===== config.mk =====
export PLATFORM = sky130hd
export DESIGN_NAME = zliczanie_seq_flat
export DESIGN_NICKNAME = d
export VERILOG_FILES = /design/src/rtl/zliczanie_seq_if.sv /design/src/rtl/zliczanie_seq.sv /design/src/flat_wrapper.sv
export SDC_FILE = /design/constraint.sdc
export NUM_CORES = 1
export LEC_CHECK = 0
export BUFFER_PORTS_ARGS = -buffer_cell sky130_fd_sc_hd__buf_4
export CAP_MARGIN = 0
export CORE_ASPECT_RATIO = 0.5
export CORE_MARGIN = 5
export CORE_UTILIZATION = 40
export DETAILED_ROUTE_END_ITERATION = 7
export HOLD_SLACK_MARGIN = 0.02
export PLACE_DENSITY = 0.71
export SKIP_LAST_GASP = 1
export SYNTH_ARGS = -nofsm -noshare
export SYNTH_HDL_FRONTEND = slang
export SYNTH_SLANG_ARGS = --single-unit

===== constraint.sdc =====
create_clock -name i_clk -period 3.6 [get_ports i_clk]
set_clock_uncertainty 0.2 [all_clocks]
set_input_delay 0.18 -clock i_clk [delete_from_list [all_inputs] [get_ports i_clk]]
set_output_delay 0.18 -clock i_clk [all_outputs]
set_load 0.01 [all_outputs]

===== src/rtl/zliczanie_seq_if.sv =====
// Operand/result handshake bundle for zliczanie_seq; carries o_parity only when ZLICZANIE_PARITY_EN is defined.
// master drives the operand and consumes the result, slave is the counting unit.
interface zliczanie_seq_if #(
    parameter int BITS = 8
);
    localparam int RW = $clog2(2*BITS+1);

    logic signed [BITS-1:0] i_argA;
    logic signed [BITS-1:0] i_argB;
    logic [1:0]             i_mode;
    logic                   i_valid;
    logic                   o_ready;
    logic [RW-1:0]          o_result;
    logic                   o_valid;
    logic                   i_ready;
    logic                   o_busy;
`ifdef ZLICZANIE_PARITY_EN
    logic                   o_parity;

    modport master (
        output i_argA, i_argB, i_mode, i_valid, i_ready,
        input  o_ready, o_result, o_valid, o_busy, o_parity
    );
    modport slave (
        input  i_argA, i_argB, i_mode, i_valid, i_ready,
        output o_ready, o_result, o_valid, o_busy, o_parity
    );
`else
    modport master (
        output i_argA, i_argB, i_mode, i_valid, i_ready,
        input  o_ready, o_result, o_valid, o_busy
    );
    modport slave (
        input  i_argA, i_argB, i_mode, i_valid, i_ready,
        output o_ready, o_result, o_valid, o_busy
    );
`endif
endinterface


===== src/rtl/zliczanie_seq.sv =====
// Sequential ones/zeros/CLZ/CTZ counter over {A,B}, CHUNK bits per cycle; result valid LEN/CHUNK cycles after accept,
// held in DONE until i_ready, no accept outside IDLE. ZLICZANIE_PARITY_EN adds o_parity (XOR of all operand bits).
module zliczanie_seq #(
    parameter int BITS  = 8,
    parameter int CHUNK = 4
) (
    input  logic           i_clk,
    input  logic           i_rst,
    zliczanie_seq_if.slave bus
);
    localparam int LEN = 2*BITS;
    localparam int NCH = LEN/CHUNK;
    localparam int RW  = $clog2(2*BITS+1);
    localparam int CW  = (NCH > 1) ? $clog2(NCH) : 1;

    generate
        if (LEN % CHUNK != 0) begin : g_chunk_check
            $error("zliczanie_seq: 2*BITS must be a multiple of CHUNK");
        end
    endgenerate

    typedef enum logic [1:0] {IDLE, COUNT, DONE} state_t;

    state_t           state, state_nxt;
    logic [LEN-1:0]   opnd;
    logic [1:0]       mode;
    logic [RW-1:0]    acc;
    logic [CW-1:0]    cnt;
    logic             hit;
    logic [CHUNK-1:0] chunk_raw;
    logic [CHUNK-1:0] chunk;
    logic [RW-1:0]    pop;
    logic [RW-1:0]    lz;
    logic [RW-1:0]    add;
    logic             seen;
`ifdef ZLICZANIE_PARITY_EN
    logic             par;
    assign bus.o_parity = par;
`endif

    assign bus.o_result = acc;

    // CTZ chunks are bit-reversed so one leading-zero scan serves both CLZ and CTZ.
    always_comb begin
        chunk_raw = (mode == 2'b11) ? opnd[CHUNK-1:0] : opnd[LEN-1 -: CHUNK];
        chunk     = chunk_raw;
        if (mode == 2'b11) begin
            for (int i = 0; i < CHUNK; i++) chunk[i] = chunk_raw[CHUNK-1-i];
        end
        pop  = '0;
        lz   = '0;
        seen = 1'b0;
        for (int i = CHUNK-1; i >= 0; i--) begin
            pop = pop + RW'(chunk[i]);
            if (chunk[i]) seen = 1'b1;
            else if (!seen) lz = lz + RW'(1);
        end
        case (mode)
            2'b00:   add = pop;
            2'b01:   add = RW'(CHUNK) - pop;
            default: add = hit ? '0 : lz;
        endcase
    end

    always_comb begin
        state_nxt   = state;
        bus.o_ready = 1'b0;
        bus.o_valid = 1'b0;
        bus.o_busy  = 1'b1;
        case (state)
            IDLE: begin
                bus.o_ready = 1'b1;
                bus.o_busy  = 1'b0;
                if (bus.i_valid) state_nxt = COUNT;
            end
            COUNT: begin
                if (cnt == CW'(NCH-1)) state_nxt = DONE;
            end
            DONE: begin
                bus.o_valid = 1'b1;
                if (bus.i_ready) state_nxt = IDLE;
            end
            default: state_nxt = IDLE;
        endcase
    end

    always_ff @(posedge i_clk) begin
        if (i_rst) state <= IDLE;
        else       state <= state_nxt;
    end

    always_ff @(posedge i_clk) begin
        if (i_rst) begin
            opnd <= '0;
            mode <= '0;
            acc  <= '0;
            cnt  <= '0;
            hit  <= 1'b0;
`ifdef ZLICZANIE_PARITY_EN
            par  <= 1'b0;
`endif
        end else begin
            case (state)
                IDLE: if (bus.i_valid) begin
                    opnd <= {bus.i_argA, bus.i_argB};
                    mode <= bus.i_mode;
                    acc  <= '0;
                    cnt  <= '0;
                    hit  <= 1'b0;
`ifdef ZLICZANIE_PARITY_EN
                    par  <= 1'b0;
`endif
                end
                COUNT: begin
                    acc  <= acc + add;
                    hit  <= hit | (pop != '0);
                    cnt  <= cnt + CW'(1);
                    opnd <= (mode == 2'b11) ? (opnd >> CHUNK) : (opnd << CHUNK);
`ifdef ZLICZANIE_PARITY_EN
                    par  <= par ^ (^chunk_raw);
`endif
                end
                default: ;
            endcase
        end
    end
endmodule

===== src/flat_wrapper.sv =====
// flat-port wrapper written by rule: the top's interface ports become plain ports
module zliczanie_seq_flat 
#(
    parameter int BITS  = 8,
    parameter int CHUNK = 4
)
  (i_clk, i_rst, bus_i_argA, bus_i_argB, bus_i_mode, bus_i_valid, bus_i_ready, bus_o_ready, bus_o_result, bus_o_valid, bus_o_busy);
  zliczanie_seq_if #(.BITS(BITS)) bus_i ();
  input  logic i_clk;
  input  logic i_rst;
  input wire logic [$bits(bus_i.i_argA)-1:0] bus_i_argA;
  input wire logic [$bits(bus_i.i_argB)-1:0] bus_i_argB;
  input wire logic [$bits(bus_i.i_mode)-1:0] bus_i_mode;
  input wire logic [$bits(bus_i.i_valid)-1:0] bus_i_valid;
  input wire logic [$bits(bus_i.i_ready)-1:0] bus_i_ready;
  output wire logic [$bits(bus_i.o_ready)-1:0] bus_o_ready;
  output wire logic [$bits(bus_i.o_result)-1:0] bus_o_result;
  output wire logic [$bits(bus_i.o_valid)-1:0] bus_o_valid;
  output wire logic [$bits(bus_i.o_busy)-1:0] bus_o_busy;
  assign bus_i.i_argA = bus_i_argA;
  assign bus_i.i_argB = bus_i_argB;
  assign bus_i.i_mode = bus_i_mode;
  assign bus_i.i_valid = bus_i_valid;
  assign bus_i.i_ready = bus_i_ready;
  assign bus_o_ready = bus_i.o_ready;
  assign bus_o_result = bus_i.o_result;
  assign bus_o_valid = bus_i.o_valid;
  assign bus_o_busy = bus_i.o_busy;
  zliczanie_seq #(.BITS(BITS), .CHUNK(CHUNK)) u_core (.i_clk(i_clk), .i_rst(i_rst), .bus(bus_i));
endmodule

==> run metrics <==
crit path capture type=register; full die area=0.00647 mm2; First-pass DRT Iterations=4; Cell Area, Synth=0.00195 mm2; half-perimeter wire length after placement=3780 um; period utilization=105%; setup repair after global routing missed its margin=yes; Initial Utilization=40.6%; register area share after synthesis=28.7%; adder-cell share of the synthesized area=11.0%; actual transition at the worst max-transition pin=790 ps; clock tree from TritonCTS=built; number of nets still failing antenna checks after routing=0; highest-delay cell along the critical path=or4_1; launch instance of the worst min-delay path=bus_i_ready; total of buffers placed on input and output ports=29; synthesis-stage register bit count=28; multiplexer fraction of the synthesized cell area=4.29%; number of max-cap violations=0; number of nets in the layout=325; filler cell count=436; most common cell after layout, fill and taps aside=buf_4; arrival time of data at the critical path endpoint=3780 ps; DRC errors left=0; Mapped Nets=278; clock latency on the worst-skew pair=280 ps; critical path class=reg2reg; final hold violations=0; die width=109 um; clock slew at reported path FFs=110 ps; Critical Path RT=3610 ps; power per standard cell area=364 mW/mm2; status=finished with violations; primary flip-flop cell chosen by synthesis mapping=dfxtp_1; count of cell types in the netlist=45; average vias per placed instance=5.64; clock sink count=28; total of warnings raised by yosys=0; drt total wl=5780 um; violations in the final reports=negative setup slack; Slowest Stage Delay on Critical Path=480 ps; Worst R2R Path Depth=18; DR WL/cell=16.2 um; number of ports placed on the die boundary=30; vertical die dimension=59.4 um; number of buffer and inverter instances along the worst setup path=3; XOR/XNOR Fraction of Synth Area=0.448%; worst min-delay path category=in2reg; post-route minimum period=3770 ps; overflow left after global routing=0; Hold Slack=22.6 ps; core region area=0.00482 mm2; worst relative slew slack=47.3%; final weighted congestion in routability-driven placement=0.809; asr flop ratio synth=0%; main combinational cell family by area after synthesis=simple AND/OR/NAND/NOR gates; endpoint of the worst hold-timing path=u_core.state[1]; Core Util, Final=53.7%; crit-path leading delay family=adder cells; largest fanout of any net on the critical path=3; number of buffers on the longest clock path=2; post-synthesis share of cell area spent on and, or, nand and nor gates=27.9%; worst-case vdd ir drop=197 uV; most frequent cell on the critical path=ha_4; vias in the first global route=1,910; number of vias in the routed layout=2,008; LEAKAGE=1.09 nW; Setup violations, final=3; end of the worst register-to-register path=u_core.bus.o_result[4]; compound-cell area share of the yosys netlist=20.6%; antenna violations before repair=0; CTS buffer count=3; worst hold path cell count=4; Area Overhead vs Synth=32.4%; most used cells in the layout excluding fill and tap cells=buf_4, nor2_1, dfxtp_1; syn_area_per_cell=8.14 um2; global-route total usage across every layer=18.4%; largest net degree at the start of global routing=33; global-route wire length before repair=9490 um; number of diodes=0; number of flops mapped to enable cells by yosys=0; Post-Syn Instances=240; DRT iter0 DRCs=177; startpoint types=register; ratio of cells with drive above 1 in the final layout=31.5%; CTS Root Buffer Type=clkbuf_8; Pins Over Slew Limit=0; worst-path cell chain=nand2_4, mux2_4, ha_4, fa_2, inv_2, ha_4, inv_4, ha_4, inv_2, ha_4, nand2_1, o21ai_1, o22ai_1, ha_1, nand2b_4, a21oi_2, or4_1, o2111ai_1; worst reg2reg setup slack=-170 ps; setup ws final=-174 ps; post-layout total power=941 uW; timing-limited maximum frequency=265 MHz; critical path launch point=u_core.mode[1]; beginning of the worst register-to-register path=u_core.mode[1]; H-tree depth reported by CTS=1; FP Rows=18
[what timing repair did]
| item | CTS | global route |
|---|---|---|
| resized for setup | 7 | 2 |
| hold endpoints to repair | 8 | 0 |
| pin swaps | 9 | 7 |
| endpoints found under the setup margin | 2 | 3 |
| hold buffers | 8 | 0 |
| setup buffers | 6 | 4 |
[area by class of cell]
type	instances	area (um2)	share of cell area [%]
Multi-Input combinational cell	182	1350	52.1
Sequential cell	28	563	21.8
Timing Repair Buffer	60	470	18.2
Tap cell	70	87.6	3.38
Inverter	12	47.5	1.84
Clock buffer	3	41.3	1.60
Clock inverter	1	30.0	1.16
[cells in the mapped netlist (3+ instances only)]
cell	instances	share of area (%)
o21ai_0	3	0.77
nor2b_1	3	0.96
inv_1	12	2.3
buf_2	8	2.0
nor3b_1	8	3.1
o22ai_1	3	0.96
nand2b_1	4	1.3
a221oi_1	4	1.8
mux2i_1	5	2.6
a31oi_1	8	2.6
nor2_1	37	7.1
ha_1	14	9.0
nand3_1	14	3.6
nor3_1	17	4.4
clkbuf_1	6	1.2
a22oi_1	3	1.2
a21bo_2	8	4.1
a221oi_2	4	3.1
nand2_1	10	1.9
a21oi_1	7	1.8
dfxtp_1	28	29
mux2_2	3	1.7
[cell families after synthesis]
group	after synthesis
compound gates	50
xor+xnor	1
fa+ha+maj	16
buf+inv	30
flops	28
mux	8
simple gates	107
[where the power goes]
group / switching (mW) / leakage (nW) / internal, mW
Combinational: 0.157 / 0.826 / 0.163
Sequential: 0.0264 / 0.232 / 0.335
Clock: 0.111 / 0.0357 / 0.149
[per-layer routing]
layer,part of all wire (%),up-vias,global-route usage (%)
met5,0,-,0
met4,1.5,0,5.22
met3,7.0,10,2.39
met2,49,75,31.5
met1,43,965,24.7
li1,-,958,-
[tightest hold or removal path: cells and delay by family]
kind	cells	cell delay [ps]
buf+inv	2	150
simple gates	1	80
compound gates	1	70
[worst max path at each step]
stage / depth (start not counted) / end / slack [ps]
after global routing: 18 / u_core.bus.o_result[4] / -230
after global placement: 18 / u_core.bus.o_result[4] / -20
after CTS: 18 / u_core.bus.o_result[4] / -110
after floorplan: 18 / u_core.bus.o_result[4] / 30
final: 18 / u_core.bus.o_result[4] / -170
after detailed placement: 18 / u_core.bus.o_result[4] / -160
[flip-flops by register name (all words and copies together) (netlist names)]
signal               flops
u_core.bus.o_result      5
u_core.state             2
u_core.cnt               2
u_core.opnd             16
u_core.mode              2
u_core.hit               1
[per-stage QoR]
stage	TNS (ps)	std cells	setup WS, ps	cell area (um2)
2_1_floorplan	0	240	31.9	2000
3_3_place_gp	-22.7	334	-22.7	2310
3_5_place_dp	-164	334	-164	2310
4_1_cts	-110	352	-110	2550
5_1_grt	-503	356	-229	2590
6_report	-234	356	-174	2590
Power figures use the tool's default switching activity.
